--- src/rtl/adder_tree_acc.sv ---
// adder_tree_acc: pipelined signed adder tree over NUM_INPUTS lanes, followed
// by a block accumulator (runtime length), a 2^-SHIFT scaler with optional
// convergent rounding, and a saturating output register.
//
// Pipeline: input register -> DEPTH tree levels -> accumulator -> output.
// A sample that completes a block shows up on valid_out DEPTH+2 cycles after
// the clock edge that captured it.

module adder_tree_acc #(
   parameter int NUM_INPUTS       = 10,
   parameter int INPUT_WIDTH      = 16,
   parameter int OUTPUT_WIDTH     = 16,
   parameter int ACC_LEN_WIDTH    = 4,
   parameter int SHIFT            = 8,
   parameter int ROUND_CONVERGENT = 1
) (
   input  logic                                clk,
   input  logic                                rst,
   input  logic                                clear,
   input  logic [ACC_LEN_WIDTH-1:0]            acc_len,
   input  logic                                valid_in,
   input  logic [NUM_INPUTS*INPUT_WIDTH-1:0]   data_in,
   output logic                                valid_out,
   output logic [OUTPUT_WIDTH-1:0]             data_out,
   output logic                                sat_out
);

   localparam int DEPTH  = $clog2(NUM_INPUTS);
   localparam int TREE_W = INPUT_WIDTH + DEPTH;
   localparam int ACC_W  = TREE_W + ACC_LEN_WIDTH;
   localparam int RW     = ACC_W + 1;

   // Number of live nodes at tree level l (level 0 = the input lanes).
   function automatic int lvl_cnt(input int l);
      return (NUM_INPUTS + (1 << l) - 1) >> l;
   endfunction

   // ------------------------------------------------------------------
   // Input register: lanes sign-extended to the full tree width.
   // ------------------------------------------------------------------
   logic signed [INPUT_WIDTH-1:0] w_lane [NUM_INPUTS];
   logic signed [TREE_W-1:0]      r_in   [NUM_INPUTS];
   logic                          r_in_vld;

   for (genvar i = 0; i < NUM_INPUTS; i++) begin : g_lane
      assign w_lane[i] = data_in[i*INPUT_WIDTH +: INPUT_WIDTH];
   end

   // Capture lane data every cycle; qualification travels in r_in_vld.
   // NOTE: datapath registers carry no reset; only the valid bits need one.
   always_ff @(posedge clk) begin
      for (int i = 0; i < NUM_INPUTS; i++) begin
         r_in[i] <= TREE_W'(w_lane[i]);
      end
   end

   // Input valid: a sample coincident with clear is dropped.
   // NOTE: sequential state uses non-blocking assignments only.
   always_ff @(posedge clk or posedge rst) begin
      if (rst) r_in_vld <= 1'b0;
      else     r_in_vld <= valid_in & ~clear;
   end

   // ------------------------------------------------------------------
   // Tree levels. An odd trailing node is paired with a zero, which is
   // the same as carrying it forward sign-extended.
   // ------------------------------------------------------------------
   for (genvar l = 1; l <= DEPTH; l++) begin : g_lvl
      localparam int PCNT = lvl_cnt(l - 1);
      localparam int CNT  = lvl_cnt(l);

      logic signed [TREE_W-1:0] w_src [2*CNT];
      logic signed [TREE_W-1:0] r_sum [CNT];
      logic                     w_src_vld;
      logic                     r_vld;

      for (genvar k = 0; k < 2*CNT; k++) begin : g_src
         if (k >= PCNT) begin : g_pad
            assign w_src[k] = '0;
         end else if (l == 1) begin : g_first
            assign w_src[k] = r_in[k];
         end else begin : g_prev
            assign w_src[k] = g_lvl[l-1].r_sum[k];
         end
      end

      if (l == 1) begin : g_vfirst
         assign w_src_vld = r_in_vld;
      end else begin : g_vprev
         assign w_src_vld = g_lvl[l-1].r_vld;
      end

      // Pairwise add of the previous level.
      always_ff @(posedge clk) begin
         for (int j = 0; j < CNT; j++) begin
            r_sum[j] <= w_src[2*j] + w_src[2*j+1];
         end
      end

      // Valid bit riding alongside this level; clear flushes it.
      always_ff @(posedge clk or posedge rst) begin
         if (rst)        r_vld <= 1'b0;
         else if (clear) r_vld <= 1'b0;
         else            r_vld <= w_src_vld;
      end
   end

   logic signed [TREE_W-1:0] w_tree_sum;
   logic                     w_tree_vld;

   if (DEPTH == 0) begin : g_tree_bypass
      assign w_tree_sum = r_in[0];
      assign w_tree_vld = r_in_vld;
   end else begin : g_tree_out
      assign w_tree_sum = g_lvl[DEPTH].r_sum[0];
      assign w_tree_vld = g_lvl[DEPTH].r_vld;
   end

   // ------------------------------------------------------------------
   // Accumulator: block length latched on the first sum of each block.
   // ------------------------------------------------------------------
   logic signed [ACC_W-1:0]   r_acc;
   logic [ACC_LEN_WIDTH-1:0]  r_cnt;
   logic [ACC_LEN_WIDTH-1:0]  r_len;
   logic                      r_acc_done;

   logic signed [ACC_W-1:0]   w_sum_ext;
   logic                      w_first;
   logic                      w_last;
   logic [ACC_LEN_WIDTH-1:0]  w_len_eff;
   logic [ACC_LEN_WIDTH-1:0]  w_cnt_inc;

   // Block bookkeeping: effective length and end-of-block detect.
   // NOTE: every always_comb output gets a default first, so no latches.
   always_comb begin
      w_sum_ext = ACC_W'(w_tree_sum);
      w_first   = (r_cnt == '0);
      w_len_eff = r_len;
      if (w_first) begin
         w_len_eff = (acc_len == '0) ? ACC_LEN_WIDTH'(1) : acc_len;
      end
      w_cnt_inc = r_cnt + ACC_LEN_WIDTH'(1);
      w_last    = (w_cnt_inc == w_len_eff);
   end

   // Accumulate valid tree sums; flag the cycle that holds a finished block.
   always_ff @(posedge clk or posedge rst) begin
      if (rst) begin
         r_acc      <= '0;
         r_cnt      <= '0;
         r_len      <= '0;
         r_acc_done <= 1'b0;
      end else if (clear) begin
         r_acc      <= '0;
         r_cnt      <= '0;
         r_acc_done <= 1'b0;
      end else begin
         r_acc_done <= w_tree_vld & w_last;
         if (w_tree_vld) begin
            r_acc <= w_first ? w_sum_ext : r_acc + w_sum_ext;
            r_cnt <= w_last ? '0 : w_cnt_inc;
            if (w_first) r_len <= w_len_eff;
         end
      end
   end

   // ------------------------------------------------------------------
   // Scale, round, saturate.
   // ------------------------------------------------------------------
   logic signed [RW-1:0]           w_acc_x;
   logic signed [RW-1:0]           w_shr;
   logic signed [RW-1:0]           w_rnd;
   logic signed [OUTPUT_WIDTH-1:0] w_out;
   logic                           w_sat;

   assign w_acc_x = RW'(r_acc);
   assign w_shr   = w_acc_x >>> SHIFT;

   if (ROUND_CONVERGENT != 0 && SHIFT > 0) begin : g_round
      localparam logic [SHIFT-1:0] HALF = ~({SHIFT{1'b1}} >> 1);
      logic [SHIFT-1:0] w_drop;
      logic             w_rbit;
      assign w_drop = r_acc[SHIFT-1:0];
      // Exact half rounds to even; otherwise round to nearest.
      assign w_rbit = (w_drop == HALF) ? w_shr[0] : w_drop[SHIFT-1];
      assign w_rnd  = w_shr + {{(RW-1){1'b0}}, w_rbit};
   end else begin : g_floor
      assign w_rnd = w_shr;
   end

   if (OUTPUT_WIDTH < RW) begin : g_clamp
      localparam logic signed [RW-1:0] ONE  = 1;
      localparam logic signed [RW-1:0] MINV = -(ONE <<< (OUTPUT_WIDTH - 1));
      localparam logic signed [RW-1:0] MAXV = ~MINV;
      // Clamp to the signed output range and flag it.
      always_comb begin
         w_out = w_rnd[OUTPUT_WIDTH-1:0];
         w_sat = 1'b0;
         if (w_rnd > MAXV) begin
            w_out = MAXV[OUTPUT_WIDTH-1:0];
            w_sat = 1'b1;
         end else if (w_rnd < MINV) begin
            w_out = MINV[OUTPUT_WIDTH-1:0];
            w_sat = 1'b1;
         end
      end
   end else begin : g_wide
      assign w_out = OUTPUT_WIDTH'(w_rnd);
      assign w_sat = 1'b0;
   end

   // ------------------------------------------------------------------
   // Output register: data and sat hold between strobes.
   // ------------------------------------------------------------------
   logic                    r_valid_out;
   logic [OUTPUT_WIDTH-1:0] r_data_out;
   logic                    r_sat_out;

   // Register the finished block; clear deliberately does not touch this.
   always_ff @(posedge clk or posedge rst) begin
      if (rst) begin
         r_valid_out <= 1'b0;
         r_data_out  <= '0;
         r_sat_out   <= 1'b0;
      end else begin
         r_valid_out <= r_acc_done;
         if (r_acc_done) begin
            r_data_out <= w_out;
            r_sat_out  <= w_sat;
         end
      end
   end

   assign valid_out = r_valid_out;
   assign data_out  = r_data_out;
   assign sat_out   = r_sat_out;

endmodule

--- config.mk ---
export PLATFORM = sky130hd
export DESIGN_NAME = adder_tree_acc
export DESIGN_NICKNAME = d
export VERILOG_FILES = /design/src/rtl/adder_tree_acc.sv
export SDC_FILE = /design/constraint.sdc
export NUM_CORES = 1
export LEC_CHECK = 0
export BUFFER_PORTS_ARGS = -buffer_cell sky130_fd_sc_hd__buf_2
export CAP_MARGIN = 20
export CELL_PAD_IN_SITES_DETAIL_PLACEMENT = 1
export CELL_PAD_IN_SITES_GLOBAL_PLACEMENT = 2
export CORE_MARGIN = 4
export CORE_UTILIZATION = 41
export CTS_CLUSTER_DIAMETER = 150
export DETAILED_ROUTE_END_ITERATION = 16
export PLACE_DENSITY_LB_ADDON = 0.1
export SLEW_MARGIN = 20
export SYNTH_ARGS = -nofsm -noshare
export SYNTH_HDL_FRONTEND = slang
export SYNTH_SLANG_ARGS = --single-unit
export TNS_END_PERCENT = 50
--- constraint.sdc ---
create_clock -name clk -period 6.22 [get_ports clk]
set_input_delay 0.622 -clock clk [delete_from_list [all_inputs] [get_ports clk]]
set_output_delay 0.622 -clock clk [all_outputs]
set_load 0.01 [all_outputs]
==> flow_summary.json <==
{
  "worstPathMaxFanout": 10,
  "grt_first_pass_wirelength_um": 72400,
  "postCtsHoldBufs": 1,
  "finalCritPeriodShare_pct": 45.8,
  "ys_async_sr_fraction_pct": 12.8,
  "postSynthCellCount": 1816,
  "clkTransAtPathRegs_ps": 60,
  "hold_path.class": "in2reg",
  "synth.yosys.warnings": 0,
  "port_buffers": 185,
  "start_util_pct": 41.7,
  "grt_pass1_vias": 14800,
  "diodes": 0,
  "maxCapViolations": 0,
  "grt.overflow.total": 0,
  "p_total_mw": 9.69,
  "p_leak_nw": 9.99,
  "swShare_pct": 32.4,
  "maxSlewViolCount": 0,
  "cts_resized": 0,
  "viasPerCell": 5.11,
  "status": "complete, no violations",
  "power_density_nw_per_um2": 444,
  "skew_ps": 14.8,
  "cts_max_level": 2,
  "seq_power_share_pct": 37.3,
  "die_x_um": 221,
  "fmax_ghz": 0.351,
  "yosysSeqAreaShare_pct": 48.6,
  "synthFlopType": "dfxtp_1",
  "worst-endpoint-required_ps": 6640,
  "die_height_um": 221,
  "area_delta_synth_final_pct": 17.7,
  "synth-edff-count": 0,
  "grt_use_total_pct": 18.2,
  "rsz0062_at_grt": "false",
  "syn_nets": 2177,
  "wl_per_cell_um": 16.3,
  "core-area_um2": 44500,
  "layout-drive-gt1-share_pct": 14.1,
  "firstDrtPassIters": 4,
  "crit_type": "reg2reg",
  "hpwl_um": 33600,
  "ir_drop_mv": 0.246,
  "relSlewSlack_pct": 50.9,
  "totalWireLength_um": 43400,
  "cts.path.max_buffers": 3,
  "clkLatencyLatePin_ps": 560,
  "startpoint_type": "register",
  "synth-seq-cells": 436,
  "setup-tns-final_ps": 0,
  "drt-initial-drc-count": 474,
  "place.gp.congestion": 0.848,
  "postRouteAntennaNets": 0,
  "cts.sinks": 436,
  "cts-root-buf": "clkbuf_16",
  "p_int_mw": 6.55,
  "via_count": 13600,
  "drc": 0,
  "finalHoldViolCount": 0,
  "comb_power_share_pct": 33.2,
  "num_rows": 77,
  "endpoint_kind": "register",
  "setup_viol": 0,
  "num_io_pins": 186,
  "arrival_ps": 3270,
  "synth_area_um2": 18500,
  "cts-buffers-inserted": 47,
  "yosys.area.top_type": "dfxtp_1",
  "post_cts_buffers": 0,
  "grt_max_degree": 43,
  "synth_cell_types": 72,
  "grt_antenna_before_repair": 1,
  "syn_avg_cell_area_um2": 10.2,
  "nets": 2398,
  "switchingPower_mw": 3.14,
  "yosys-top-cells-count": "dfxtp_1 (380), ha_1 (183), nor2_1 (142), a21oi_1 (134), xnor2_1 (111)",
  "die_area_um2": 48700,
  "p_clk_share_pct": 29.5,
  "cts_tree": "done",
  "ys_top_cells_by_area": "dfxtp_1 (41%), ha_1 (12%), dfrtp_1 (7.6%)",
  "tightest_slew_ps": 736,
  "synth_top_area_share_pct": 41.0,
  "fin_crit_ps": 2850,
  "synth.most_common_cell": "dfxtp_1"
}
## placed cells by master, fill, tap and decap left out, drive strengths merged, types with 14 or more instances in the layout
| master | instances |
|---|---|
| o21ai | 88 |
| dfxtp | 380 |
| buf | 191 |
| nand3 | 35 |
| a21oi | 134 |
| o21a | 23 |
| xnor2 | 111 |
| nor2b | 35 |
| nor2 | 142 |
| o21bai | 14 |
| ha | 183 |
| nand2 | 103 |
| a21o | 41 |
| nand2b | 29 |
| and3 | 23 |
| inv | 93 |
| xor2 | 42 |
| nor3 | 35 |
| o211ai | 16 |
| a211oi | 16 |
| dfrtp | 56 |
| clkbuf | 67 |
| a31oi | 22 |
## cell type report
cell class | count | area [um2]
fill | 4976 | 22700
clock buffer | 67 | 1440
sequential | 436 | 9010
inverter | 92 | 345
multi-input combinational | 1268 | 9120
clock inverter | 15 | 185
timing repair buffer | 192 | 985
tap | 592 | 741
## state kept, by name (all words and copies together) (netlist names)
name             flops
data_out            16
g_lvl.r_sum        220
g_lvl.r_vld          4
g_lvl.w_src_vld      1
r_acc               24
r_acc_done           1
r_cnt                4
r_in               160
r_len                4
sat_out              1
valid_out            1
## layer usage
| metal | up-vias | global-route usage (%) | routed length (um) |
|---|---|---|---|
| met2 | 159 | 34.1 | 22600 |
| met5 | - | 0 | 0 |
| met3 | 67 | 2.86 | 1330 |
| met1 | 6502 | 21.3 | 18400 |
| met4 | 0 | 5.68 | 1050 |
| li1 | 6865 | - | - |
## logic make-up (layout without fill, tap and decap cells)
| logic type | after synthesis | count (layout) | share of synthesized area (%) |
|---|---|---|---|
| AOI/OAI and AO/OA | 458 | 458 | 16.3 |
| muxes | 6 | 6 | 0.344 |
| buffers and inverters | 112 | 366 | 2.27 |
| and+or+nand+nor | 458 | 458 | 11.9 |
| adders and majority gates | 193 | 193 | 13.4 |
| xor gates and xnor gates | 153 | 153 | 7.22 |
| DFF | 436 | 436 | 48.6 |
## worst max-delay path: stages (launching register included)
cell and delay [ps]:
dfrtp_1 420, nor4_1 410, a21boi_0 180, ha_1 270
ha_1 220, and3_1 220, nand3_1 160, nand4_1 400
a21oi_1 320, a21oi_1 110
## per-stage QoR
step	hold WS (ps)	cell area (um2)	setup slack, ps	utilization [%]	cells
2_1_floorplan	310	18500	3860	-	1816
3_3_place_gp	310	20200	3210	45.3	2578
3_5_place_dp	313	20200	3380	45.4	2579
4_1_cts	112	21800	3310	49.0	2662
5_1_grt	120	21800	3100	49.0	2662
6_report	153	21800	3370	49.0	2662
## power by group through the flow
stage | clock (mW) | sequential, mW | combinational (mW)
finish | 2.86 | 3.61 | 3.22
global route | 3.10 | 3.67 | 3.67
CTS | 2.97 | 3.62 | 3.25
detailed placement | 0 | 3.68 | 3.22
global placement | 0 | 3.67 | 3.14
floorplan | 0 | 3.56 | 2.51
## path summary, 6_finish.rpt
check                                      startpoint                    end  slack (ps)  cells past startpoint
worst max-delay path                         r_acc[1]            data_out[4]        3370                      9
worst min-delay path                      data_in[37]             r_in[2][5]         150                      1
worst max register to register               r_acc[1]            data_out[4]        3370                      9
worst min register to register  g_lvl[2].r_sum[0][56]  g_lvl[3].r_sum[0][36]         320                      0
max in group asynchronous                         rst              r_acc[19]        4710                      4
min in group asynchronous                         rst              valid_out         570                      3
Power figures use the tool's default switching activity.
